[src/rtl/adder_seg_pipe.sv]
// Segmented pipelined unsigned adder (W/STAGES bits per stage); define LOA_EN for the lower-part OR approximation.
// Latency STAGES edges from accept to out_valid; the whole pipeline stalls together while the output is held.
module adder_seg_pipe #(
  parameter int W           = 8,
  parameter int STAGES      = 2,
  parameter int CNT_W       = 16,
  parameter int APPROX_BITS = 2
) (
  input  logic             clk,
  input  logic             rst_n,
  input  logic             in_valid,
  output logic             in_ready,
  input  logic [W-1:0]     a,
  input  logic [W-1:0]     b,
  output logic             out_valid,
  input  logic             out_ready,
  output logic [W:0]       sum,
  output logic [CNT_W-1:0] txn_count
);

  localparam int SW = W / STAGES;

  logic [STAGES-1:0]        vld_q, vld_d, cy_q, cy_d;
  logic [STAGES-1:0][W-1:0] a_q, a_d, b_q, b_d, res_q, res_d;
  logic [CNT_W-1:0]         cnt_q, cnt_d;
  logic                     advance;
  logic [SW:0]              s0, sk;

`ifdef LOA_EN
  localparam int LMASK = (1 << APPROX_BITS) - 1;
  logic [SW-1:0] lmask;
  logic          loa_c;

  assign lmask = SW'(LMASK);

  // Carry injected above the OR-ed lower part comes from its top bit pair only.
  if (APPROX_BITS > 0) begin : g_loa_c
    assign loa_c = a[APPROX_BITS-1] & b[APPROX_BITS-1];
  end else begin : g_no_loa_c
    assign loa_c = 1'b0;
  end
`endif

  always_comb begin
    advance = ~vld_q[STAGES-1] | out_ready;
    vld_d   = vld_q;
    cy_d    = cy_q;
    a_d     = a_q;
    b_d     = b_q;
    res_d   = res_q;
    cnt_d   = cnt_q + CNT_W'(vld_q[STAGES-1] & out_ready);
    sk      = '0;

`ifdef LOA_EN
    s0 = ({1'b0, a[SW-1:0] & ~lmask} + {1'b0, b[SW-1:0] & ~lmask})
       + ({{SW{1'b0}}, loa_c} << APPROX_BITS);
    s0[SW-1:0] = s0[SW-1:0] | ((a[SW-1:0] | b[SW-1:0]) & lmask);
`else
    s0 = {1'b0, a[SW-1:0]} + {1'b0, b[SW-1:0]};
`endif

    if (advance) begin
      vld_d[0]          = in_valid;
      a_d[0]            = a;
      b_d[0]            = b;
      cy_d[0]           = s0[SW];
      res_d[0]          = '0;
      res_d[0][SW-1:0]  = s0[SW-1:0];
      // Each later stage consumes its own segment and carries finished low bits forward.
      for (int k = 1; k < STAGES; k++) begin
        sk = {1'b0, a_q[k-1][k*SW +: SW]} + {1'b0, b_q[k-1][k*SW +: SW]}
           + {{SW{1'b0}}, cy_q[k-1]};
        vld_d[k]             = vld_q[k-1];
        a_d[k]               = a_q[k-1];
        b_d[k]               = b_q[k-1];
        cy_d[k]              = sk[SW];
        res_d[k]             = res_q[k-1];
        res_d[k][k*SW +: SW] = sk[SW-1:0];
      end
    end
  end

  always_ff @(posedge clk or negedge rst_n) begin
    if (!rst_n) begin
      vld_q <= '0;
      cy_q  <= '0;
      a_q   <= '0;
      b_q   <= '0;
      res_q <= '0;
      cnt_q <= '0;
    end else begin
      vld_q <= vld_d;
      cy_q  <= cy_d;
      a_q   <= a_d;
      b_q   <= b_d;
      res_q <= res_d;
      cnt_q <= cnt_d;
    end
  end

  // Already-consumed operand segments are carried for alignment only.
  logic unused_ops;
  assign unused_ops = ^{a_q, b_q};

  assign in_ready  = advance;
  assign out_valid = vld_q[STAGES-1];
  assign sum       = {cy_q[STAGES-1], res_q[STAGES-1]};
  assign txn_count = cnt_q;

endmodule

[config.mk]
export PLATFORM = sky130hd
export DESIGN_NAME = adder_seg_pipe
export DESIGN_NICKNAME = d
export VERILOG_FILES = /design/src/rtl/adder_seg_pipe.sv
export SDC_FILE = /design/constraint.sdc
export NUM_CORES = 1
export LEC_CHECK = 0
export CAP_MARGIN = 30
export CORE_MARGIN = 2
export CORE_UTILIZATION = 50
export CTS_CLUSTER_DIAMETER = 30
export CTS_CLUSTER_SIZE = 8
export DETAILED_ROUTE_END_ITERATION = 8
export PLACE_DENSITY = 0.8
export SLEW_MARGIN = 30
export SYNTH_ARGS = -nofsm -noshare
export SYNTH_HDL_FRONTEND = slang
export SYNTH_SLANG_ARGS = --single-unit
export TNS_END_PERCENT = 50
[constraint.sdc]
create_clock -name clk -period 4.5 [get_ports clk]
set_clock_uncertainty 0.05 [all_clocks]
set_input_delay 0.45 -clock clk [delete_from_list [all_inputs] [get_ports clk]]
set_output_delay 0.45 -clock clk [all_outputs]
set_load 0.05 [all_outputs]
==> results.md, run 1 <==
- Final Hold Viols: 0
- Peak per-stage delay on the critical path: 0.80 ns
- Setup Viol. Count Final: 0
- WS Path Type: in2out
- Most used DFF post-synth: dfrtp_1
- Pin count of the biggest net entering global routing: 41
- Total CTS buffers: 5
- Detailed Route WL: 3.414 mm
- Top-Level Pins: 47
- Maximum vdd drop: 233.0 uV
- Clock root cell: clkbuf_8
- Multi-input gate area: 817.0 um2
- Layout net count: 267
- R2r worst-path depth: 6
- Final min period: 2.554 ns
- RSZ-0062 raised after global routing: no
- CTS tree: built
- Synth Net Count: 226
- WP data required: roughly 4 ns
- Fillers: 302
- Maxcap violations: 0
- Syn Std Cell Area: 1956 um2
- Flop2flop setup slack: approximately 2.9 ns
- Sink Count: 40
- Postcts setup bufs: 0
- Syn Area/Cell: 10.08 um2
- Port buffer count: 46
- Netlist cell types: 25
- Leak: 0.001194 uW
- Commonest non-fill, non-tap cell in the layout: nand2_1
- Setup TNS: 0 ns
- Vias per std cell: 5.067
- Slew HR: between 60 and 70%
- Antenna cells: 0
- FF-to-FF End: sum[7]$_DFFE_PN0P_
- Register area: 1001 um2
- CTS Hold Bufs: 0
- GPL Wtd Cong: 0.7627
- Vias in the first global route: ~1500
- Setup crit start kind: input pin
- Initial core utilization: 52.63%
- Area contributors post-synth: dfrtp_1 51%, nand2_1 8.8%, ha_1 5.8%
- Status: finished clean
- Max Clk Rate: 0.3916 GHz
- Critical-path cell list: clkdlybuf4s50_1 > nor2b_1 > buf_4 > inv_1 > clkdlybuf4s50_1
- Least-Margin Pin Slew: 0.5120 ns
- Fraction of registers with async set/reset: 100.0%
- Pwr dens: 491.5 nW/um2
- Post-route cell area: 2490 um2
- Worst-path fanout max: 20
- Die extent in y: 66.54 um
- #FFs+latches synth: 40
- # rows: 22
- Setup crit end: in_ready
- Antenna Nets Post-Route: 0
- Setup crit end kind: primary output
- Die footprint: 4428 um2
- Routed via count: 1439
- Final Max Slew Viols: 0
- CTS max path bufs: 2
- Commonest non-fill, non-tap cells in the layout: 46 x nand2_1, 45 x clkdlybuf4s50_1, 40 x dfrtp_1, 13 x inv_1, 11 x xor2_1
- PostCTS Resize Cnt: 0
- Top cell by count, worst path: clkdlybuf4s50_1
- Layout area overhead: 27.32%
- Arrival @ worst endpoint: slightly above 2 ns
- Slowest cell on crit path: clkdlybuf4s50_1
- Post-synth top area cell: dfrtp_1
- Gr usage total: 18.80%
- Final period util: 56.75%
- Ys Warns: 0
- Initial antenna violation count: 0
- Core Footprint: 3716 um2
- DIE WIDTH: 66.54 um
- Initial DRC count: 76
- Share of layout cells above drive strength 1: 5.932%
- Initial DRT Pass Iterations: 4
- Sequential fraction of the synthesis area: 51.18%
- EDFF count, synth: 0
- Post-DP HPWL: 2.531 mm
- Global-route wire length before repair: 6.272 mm
- Post-Synthesis Cells: 194
- Hold Path Class: in2async
- Clk Latency, worst-skew pair: around 0.28 ns
- DP Area: 2397 um2
- Worst R2R Start: vld_q[1]$_DFFE_PN0P_
- WL/cell: 12.02 um
- Synth top area share: 51.18%
- Clk slew on worst S/H paths: 0.07 ns
- H-tree Lvls: 2
- DRC errors left: 0
- Setup crit start: out_ready
- Grt ovf: 0
==> kinds of logic after synthesis <==
group	Yosys count	synth area share, %
and+or+nand+nor	83	20.86
DFF	40	51.18
buffers and inverters	27	7.038
AOI/OAI and AO/OA	15	4.351
xor gates and xnor gates	15	6.718
adders and majority gates	12	8.829
muxes	2	1.024
==> per-stage QoR <==
stage / hold slack (ns) / utilization, % / instances / total power [uW] / setup WS [ns]
floorplan: 0.1044 / - / 194 / 860.0 / 2.503
finish: 0.07607 / 67.00 / 284 / 1224 / 1.946
global route: 0.1113 / 67.00 / 284 / 1303 / 1.888
CTS: 0.2561 / 66.94 / 284 / 1242 / 1.948
global placement: 0.3915 / 64.51 / 276 / 986.6 / 1.969
detailed placement: 0.3971 / 64.51 / 276 / 996.6 / 1.949
==> power breakdown <==
| group | switching, uW | total (uW) | internal [uW] |
|---|---|---|---|
| registers | 67.9 | 503 | 435 |
| logic | 312 | 483 | 171 |
| clock network | 114 | 239 | 125 |
==> state kept, by name (all words and copies together) (netlist names) <==
signal     cells
a_q            4
sum            8
res_q          4
b_q            4
cy_q           2
txn_count     16
vld_q          2
==> synthesized netlist by cell type, types with 3 or more instances <==
| cell | instances |
|---|---|
| nor2_1 | 10 |
| inv_1 | 13 |
| xnor2_1 | 4 |
| nand2_1 | 46 |
| nor3_1 | 4 |
| o21ai_0 | 5 |
| xor2_1 | 11 |
| nor4_2 | 4 |
| ha_1 | 9 |
| fa_1 | 3 |
| a21oi_1 | 7 |
| dfrtp_1 | 40 |
| nand3_1 | 7 |
| nor2b_1 | 5 |
| clkbuf_1 | 3 |
| buf_4 | 9 |
==> critical path, delay by kind of cell <==
kind	cells	cell delay, ns
buffers and inverters	4	1.56
and+or+nand+nor	1	0.05
==> layer usage <==
layer	GRT usage, %	vias to the layer above	routed length, um
met5	0	-	0
met4	5.357	0	37
met3	5.068	6	152
met2	34.38	38	1759
met1	21.35	690	1465
li1	-	705	-
==> area by class of cell <==
class	count	share of cell area (%)
clock buffers	8	3.618
well taps	48	2.412
inverters	13	1.960
multi-input cells	127	32.81
repair buffers	48	18.99
flip-flops and latches	40	40.20
==> worst min path at each step <==
stage	endpoint
after floorplan	a_q[4]$_DFFE_PN0P_
after global placement	vld_q[0]$_DFFE_PN0P_
after detailed placement	vld_q[1]$_DFFE_PN0P_
after CTS	txn_count[4]$_DFF_PN0_
after global routing	txn_count[4]$_DFF_PN0_
final	txn_count[4]$_DFF_PN0_
No activity file was read; power rests on OpenSTA's default activity.
==> inputs of run 2 (changes only) <==
CORE_UTILIZATION = 49   (was 50)
PLACE_DENSITY = 0.79   (was 0.8)
clock period = 2.35 ns   (was 4.5 ns; I/O delays follow)
==> results.md, run 2 (synthesis gave the netlist of run 1 again) <==
- Max Clk Rate: 0.5059 GHz
- Maximum vdd drop: 475.3 uV (+100%)
- CTS Hold Bufs: 0 (unchanged)
- Tot Pwr: 2280 uW (+86%)
- Initial core utilization: 52.24% (-0.39 points)
- Share of layout cells above drive strength 1: 6.383% (+0.45 points)
- Postcts setup bufs: 0 (unchanged)
- Register area: 1001 um2 (unchanged)
- Antenna cells: 0 (unchanged)
- Global-route wire length before repair: 5.996 mm (-4.4%)
- WP data required: 2.07 ns (-1.93 ns)
- Final min period: 1.977 ns
- Vias per std cell: 5.064 (about the same)
- Switch Pwr: 925.1 uW (+88%)
- PostCTS Resize Cnt: 0 (unchanged)
- Least-Margin Pin Slew: 0.7272 ns (+0.2152 ns)
- Pwr dens: 914.5 nW/um2 (+86%)
- Multi-input gate area: 817.0 um2 (unchanged)
- Maxcap violations: 0 (unchanged)
- Clock network power share: 17.2% (-2.3 points)
- Detailed Route WL: 3.439 mm (+0.73%)
- Peak per-stage delay on the critical path: 0.53 ns (-0.27 ns)
- Slowest cell on crit path: inv_1
- Initial antenna violation count: 0 (unchanged)
- Critical-path cell list: nor2b_1 > inv_1 > buf_4
- Number of flip-flops in the largest register: 16 (unchanged)
- Setup crit end kind: primary output
- Crit. path cell count: 3 (-2)
- Pin count of the biggest net entering global routing: 41 (unchanged)
- Comb pwr share: 40.6% (+1.2 points)
- Fillers: 315 (+4.3%)
- Leak: 0.001198 uW (+0.30%)
- Sequential group share of total power: 42.2% (+1.1 points)
- Layout net count: 269 (+0.75%)
- Clock root cell: clkbuf_8
- Layout area overhead: 27.51%
- # rows: 22 (unchanged)
- Post-DP HPWL: 2.555 mm (+0.92%)
- Initial DRC count: 87 (+14%)
- Gr usage total: 18.11% (-0.70 points)
- GPL Wtd Cong: 0.7096 (-7.0%)
- Total CTS buffers: 5 (unchanged)
- Dpl ws: 0.3675 ns (-1.582 ns)
- CTS tree: built
- CP Buf/Inv Count: 2 (-2)
- Vias in the first global route: 1404 (-5.1%)
- CTS max path bufs: 2 (unchanged)
- Initial DRT Pass Iterations: 4 (unchanged)
- Final Max Slew Viols: 0 (unchanged)
- Port buffer count: 46 (unchanged)
- Commonest non-fill, non-tap cell in the layout: nand2_1
- Hold Path Class: in2async
- CP top delay family: buffers and inverters
- Internal power: 1355 uW (+85%)
- Status: finished clean
- WL/cell: 12.15 um (+1.1%)
- H-tree Lvls: 2 (unchanged)
- Setup Viol. Count Final: 0 (unchanged)
- Die extent in y: 67.18 um (+0.95%)
- Net Sw Frac: 40.57% (+0.27 points)
- Final Hold Viols: 0 (unchanged)
- Sink Count: 40 (unchanged)
- Commonest non-fill, non-tap cells in the layout: 46 x nand2_1, 44 x clkdlybuf4s50_1, 40 x dfrtp_1, 13 x inv_1, 11 x xor2_1
- Slew HR: 51.47% (-14 points)
- Grt ovf: 0 (unchanged)
- WS Path Type: reg2out
- Clk Latency, worst-skew pair: 0.29 ns (about the same)
- Routed via count: 1433 (-0.42%)
- Setup crit start kind: flop
- Setup slack after layout: 0.3734 ns (-1.573 ns)
- Antenna Nets Post-Route: 0 (unchanged)
- RSZ-0062 raised after global routing: no
- Setup TNS: 0 ns (unchanged)
- Core Footprint: 3744 um2 (+0.74%)
- Worst-path fanout max: 25 (+25%)
- Clk slew on worst S/H paths: 0.06 ns (about the same)
- R2r worst-path depth: 5 (-1)
- DRC errors left: 0 (unchanged)
- Top-Level Pins: 47 (unchanged)
- Final period util: 84.11%
- Die footprint: 4512 um2 (+1.9%)
- Arrival @ worst endpoint: 1.69 ns (-0.36 ns)
- DIE WIDTH: 67.18 um (+0.95%)
==> run 2: cell type report <==
| class | count | share of cell area, % |
|---|---|---|
| Multi-Input combinational cell | 127 | 32.76 |
| Clock buffer | 5 | 2.760 |
| Sequential cell | 40 | 40.14 |
| Inverter | 13 | 1.957 |
| Tap cell | 48 | 2.408 |
| Timing Repair Buffer | 50 | 19.97 |
==> run 2: final timing paths <==
path	slack, ns	end	from
max	0.37	in_ready	vld_q[1]$_DFFE_PN0P_
min	0.30	txn_count[13]$_DFF_PN0_	rst_n
max reg2reg	0.72	txn_count[15]$_DFF_PN0_	vld_q[1]$_DFFE_PN0P_
min reg2reg	0.42	res_q[0]$_DFFE_PN0P_	res_q[0]$_DFFE_PN0P_
max in group asynchronous	1.52	sum[7]$_DFFE_PN0P_	rst_n
min in group clk	0.42	res_q[0]$_DFFE_PN0P_	res_q[0]$_DFFE_PN0P_
==> run 2: worst register-to-register path: stages, from the launching register on <==
cell and delay (ns):
dfrtp_1 0.37, and2_1 0.14, ha_1 0.16, nand3_1 0.27
nor4_2 0.39, xor2_1 0.18
==> run 2: metrics by stage <==
step | area [um2] | hold WS (ns) | std cells | util, %
global placement | 2395 | 0.3401 | 276 | 63.97
CTS | 2464 | 0.02927 | 281 | 65.81
global route | 2494 | 0.3155 | 283 | 66.61
floorplan | 1956 | -0.1106 | 194 | -
detailed placement | 2395 | 0.3412 | 276 | 63.97
finish | 2494 | 0.2992 | 283 | 66.61
==> run 2: power by group through the flow <==
stage | combinational (uW) | sequential, uW | clock (uW)
floorplan | 506 | 1140 | 0
global placement | 915 | 972 | 0
detailed placement | 928 | 975 | 0
CTS | 930 | 964 | 413
global route | 991 | 985 | 447
finish | 926 | 963 | 392
==> run 2: routing by layer <==
layer	part of all wire [%]	wire length, um	vias up	global-route usage, %
li1	-	-	703	-
met5	0	0	-	0
met3	5.4	186	6	6.500
met2	51	1747	50	32.05
met1	42	1453	674	19.80
met4	1.5	53	0	6.888
==> inputs of run 3 (changes only) <==
clock period = 2.1 ns   (was 2.35 ns; I/O delays follow)
==> results.md, run 3 (synthesis gave the netlist of run 1 again) <==
- Status: finished clean
- Clock root cell: clkbuf_8
- Top-Level Pins: 47 (unchanged)
- Slew HR: 66.07% (+15 points)
- Number of flip-flops in the largest register: 16 (unchanged)
- Arrival @ worst endpoint: 1.64 ns (-0.05 ns)
- Postcts setup bufs: 0 (unchanged)
- PostCTS Resize Cnt: 0 (unchanged)
- Slowest cell on crit path: clkdlybuf4s50_1
- Final Hold Viols: 0 (unchanged)
- Hold Path Class: in2async
- Top sig layer: met4
- Die footprint: 4512 um2 (unchanged)
- DRC errors left: 0 (unchanged)
- Routed via count: 1415 (-1.3%)
- Commonest non-fill, non-tap cell in the layout: nand2_1
- Initial DRC count: 74 (-15%)
- Worst-path fanout max: 6 (-76%)
- Total CTS buffers: 5 (unchanged)
- Port buffer count: 46 (unchanged)
- Met2 Routed Length: 1.573 mm (-10%)
- Maximum vdd drop: 473.7 uV (-0.32%)
- DIE WIDTH: 67.18 um (unchanged)
- Pin count of the biggest net entering global routing: 41 (unchanged)
- Final period util: 90.29%
- Sink Count: 40 (unchanged)
- CTS Hold Bufs: 0 (unchanged)
- Clk slew on worst S/H paths: 0.08 ns (+0.02 ns)
- Clock network power share: 24.3% (+7.1 points)
- Detailed Route WL: 3.334 mm (-3.1%)
- Vias in the first global route: 1391 (-0.93%)
- Vias per std cell: 4.948 (-2.3%)
- GPL Wtd Cong: 0.7493 (+5.6%)
- Final min period: 1.896 ns
- WP data required: 1.84 ns (-0.23 ns)
- Share of layout cells above drive strength 1: 7.563% (+1.2 points)
- Dpl cells: 277 (+0.36%)
- Layout area overhead: 29.94%
- Post-DP HPWL: 2.458 mm (-3.8%)
- Peak per-stage delay on the critical path: 0.85 ns (+0.32 ns)
- Antenna cells: 0 (unchanged)
- Final Max Slew Viols: 0 (unchanged)
- Net Sw Frac: 38.48% (-2.1 points)
- # rows: 22 (unchanged)
- Initial core utilization: 52.24% (unchanged)
- WS Path Type: reg2out
- Initial antenna violation count: 0 (unchanged)
- Setup crit end kind: primary output
- Maxcap violations: 0 (unchanged)
- Finished Layout Cells: 286 (+1.1%)
- Clk Latency, worst-skew pair: 0.29 ns (about the same)
- Setup Viol. Count Final: 0 (unchanged)
- Commonest non-fill, non-tap cells in the layout: 46 x nand2_1, 44 x clkdlybuf4s50_1, 40 x dfrtp_1, 13 x inv_1, 11 x xor2_1
- RSZ-0062 raised after global routing: no
- Comb pwr share: 37.1% (-3.5 points)
- Max Clk Rate: 0.5274 GHz
- Switch Pwr: 1076 uW (+16%)
- Least-Margin Pin Slew: 0.5074 ns (-0.2198 ns)
- Critical-path cell list: clkdlybuf4s50_1
- WL/cell: 11.66 um (-4.1%)
- Layout net count: 269 (unchanged)
- H-tree Lvls: 2 (unchanged)
- Core Footprint: 3744 um2 (unchanged)
- Pwr dens: 1100 nW/um2 (+20%)
- Leak: 0.001223 uW (+2.1%)
- CTS max path bufs: 2 (unchanged)
- CP top delay family: buffers and inverters
- Initial DRT Pass Iterations: 6 (+2)
- CTS tree: built
- Setup TNS: 0 ns (unchanged)
- WL met3: 165 um (-11%)
- Sequential group share of total power: 38.6% (-3.6 points)
- CP Buf/Inv Count: 1 (-1)
- Internal power: 1720 uW (+27%)
- Antenna Nets Post-Route: 0 (unchanged)
- Global-route wire length before repair: 6.085 mm (+1.5%)
- Gr usage total: 18.11% (unchanged)
- Die extent in y: 67.18 um (unchanged)
- Setup crit start kind: flop
- M1 WL: 1.542 mm (+6.1%)
- Grt ovf: 0 (unchanged)
[run 3: cell types whose count changed in the layout (fill, tap and decap cells not counted)]
cell	delta
clkbuf_8	+2
bufinv_16	+1
buf_4	+2
buf_12	-1
buf_2	-1
[run 3: power groups by stage]
stage / logic [uW] / clock network (uW) / registers (uW)
2_1_floorplan: 566 / 0 / 1280
6_report: 1040 / 680 / 1080
5_1_grt: 1110 / 732 / 1100
3_3_place_gp: 1030 / 0 / 1090
4_1_cts: 1050 / 696 / 1080
3_5_place_dp: 1040 / 0 / 1090
[run 3: worst register-to-register path, cell delays in order (launching register included)]
cell and delay (ns):
dfrtp_1 0.37, and2_1 0.15, ha_1 0.17, nand3_1 0.26, nor4_2 0.38, xor2_1 0.17
[run 3: worst paths after layout]
path	from	to	slack [ns]	depth (start not counted)
min in group clk	b[6]	b_q[6]$_DFFE_PN0P_	0.39	3
max	txn_count[3]$_DFF_PN0_	txn_count[3]	0.20	1
min reg2reg	vld_q[0]$_DFFE_PN0P_	vld_q[0]$_DFFE_PN0P_	0.41	2
min	rst_n	txn_count[4]$_DFF_PN0_	0.37	2
max in group asynchronous	rst_n	b_q[6]$_DFFE_PN0P_	1.30	2
max reg2reg	vld_q[1]$_DFFE_PN0P_	txn_count[13]$_DFF_PN0_	0.47	5
[run 3: metrics by stage]
step / total power [uW] / util (%) / setup slack [ns] / instance area, um2 / hold WS (ns)
after CTS: 2823 / 67.55 / 0.1959 / 2529 / 0.0007394
after global placement: 2116 / 64.17 / 0.2274 / 2402 / 0.3206
after floorplan: 1843 / - / 0.2563 / 1956 / -0.1356
final: 2796 / 67.88 / 0.2039 / 2541 / 0.3686
after detailed placement: 2139 / 64.17 / 0.1624 / 2402 / 0.3213
after global routing: 2945 / 67.88 / 0.1416 / 2541 / 0.4143
[run 3: final cells by class]
type                    instances  area [um2]
well taps                      48       60.06
fillers                       315        1202
repair buffers                 50       488.0
flip-flops and latches         40        1001
clock inverters                 1       30.03
clock buffers                   7       96.34
inverters                      13       48.80
multi-input cells             127       817.0
[run 3: metal layers]
metal / vias to the layer above / global-route usage (%)
met5: - / 0
li1: 705 / -
met1: 664 / 22.66
met2: 40 / 29.21
met3: 6 / 5.833
met4: 0 / 7.143
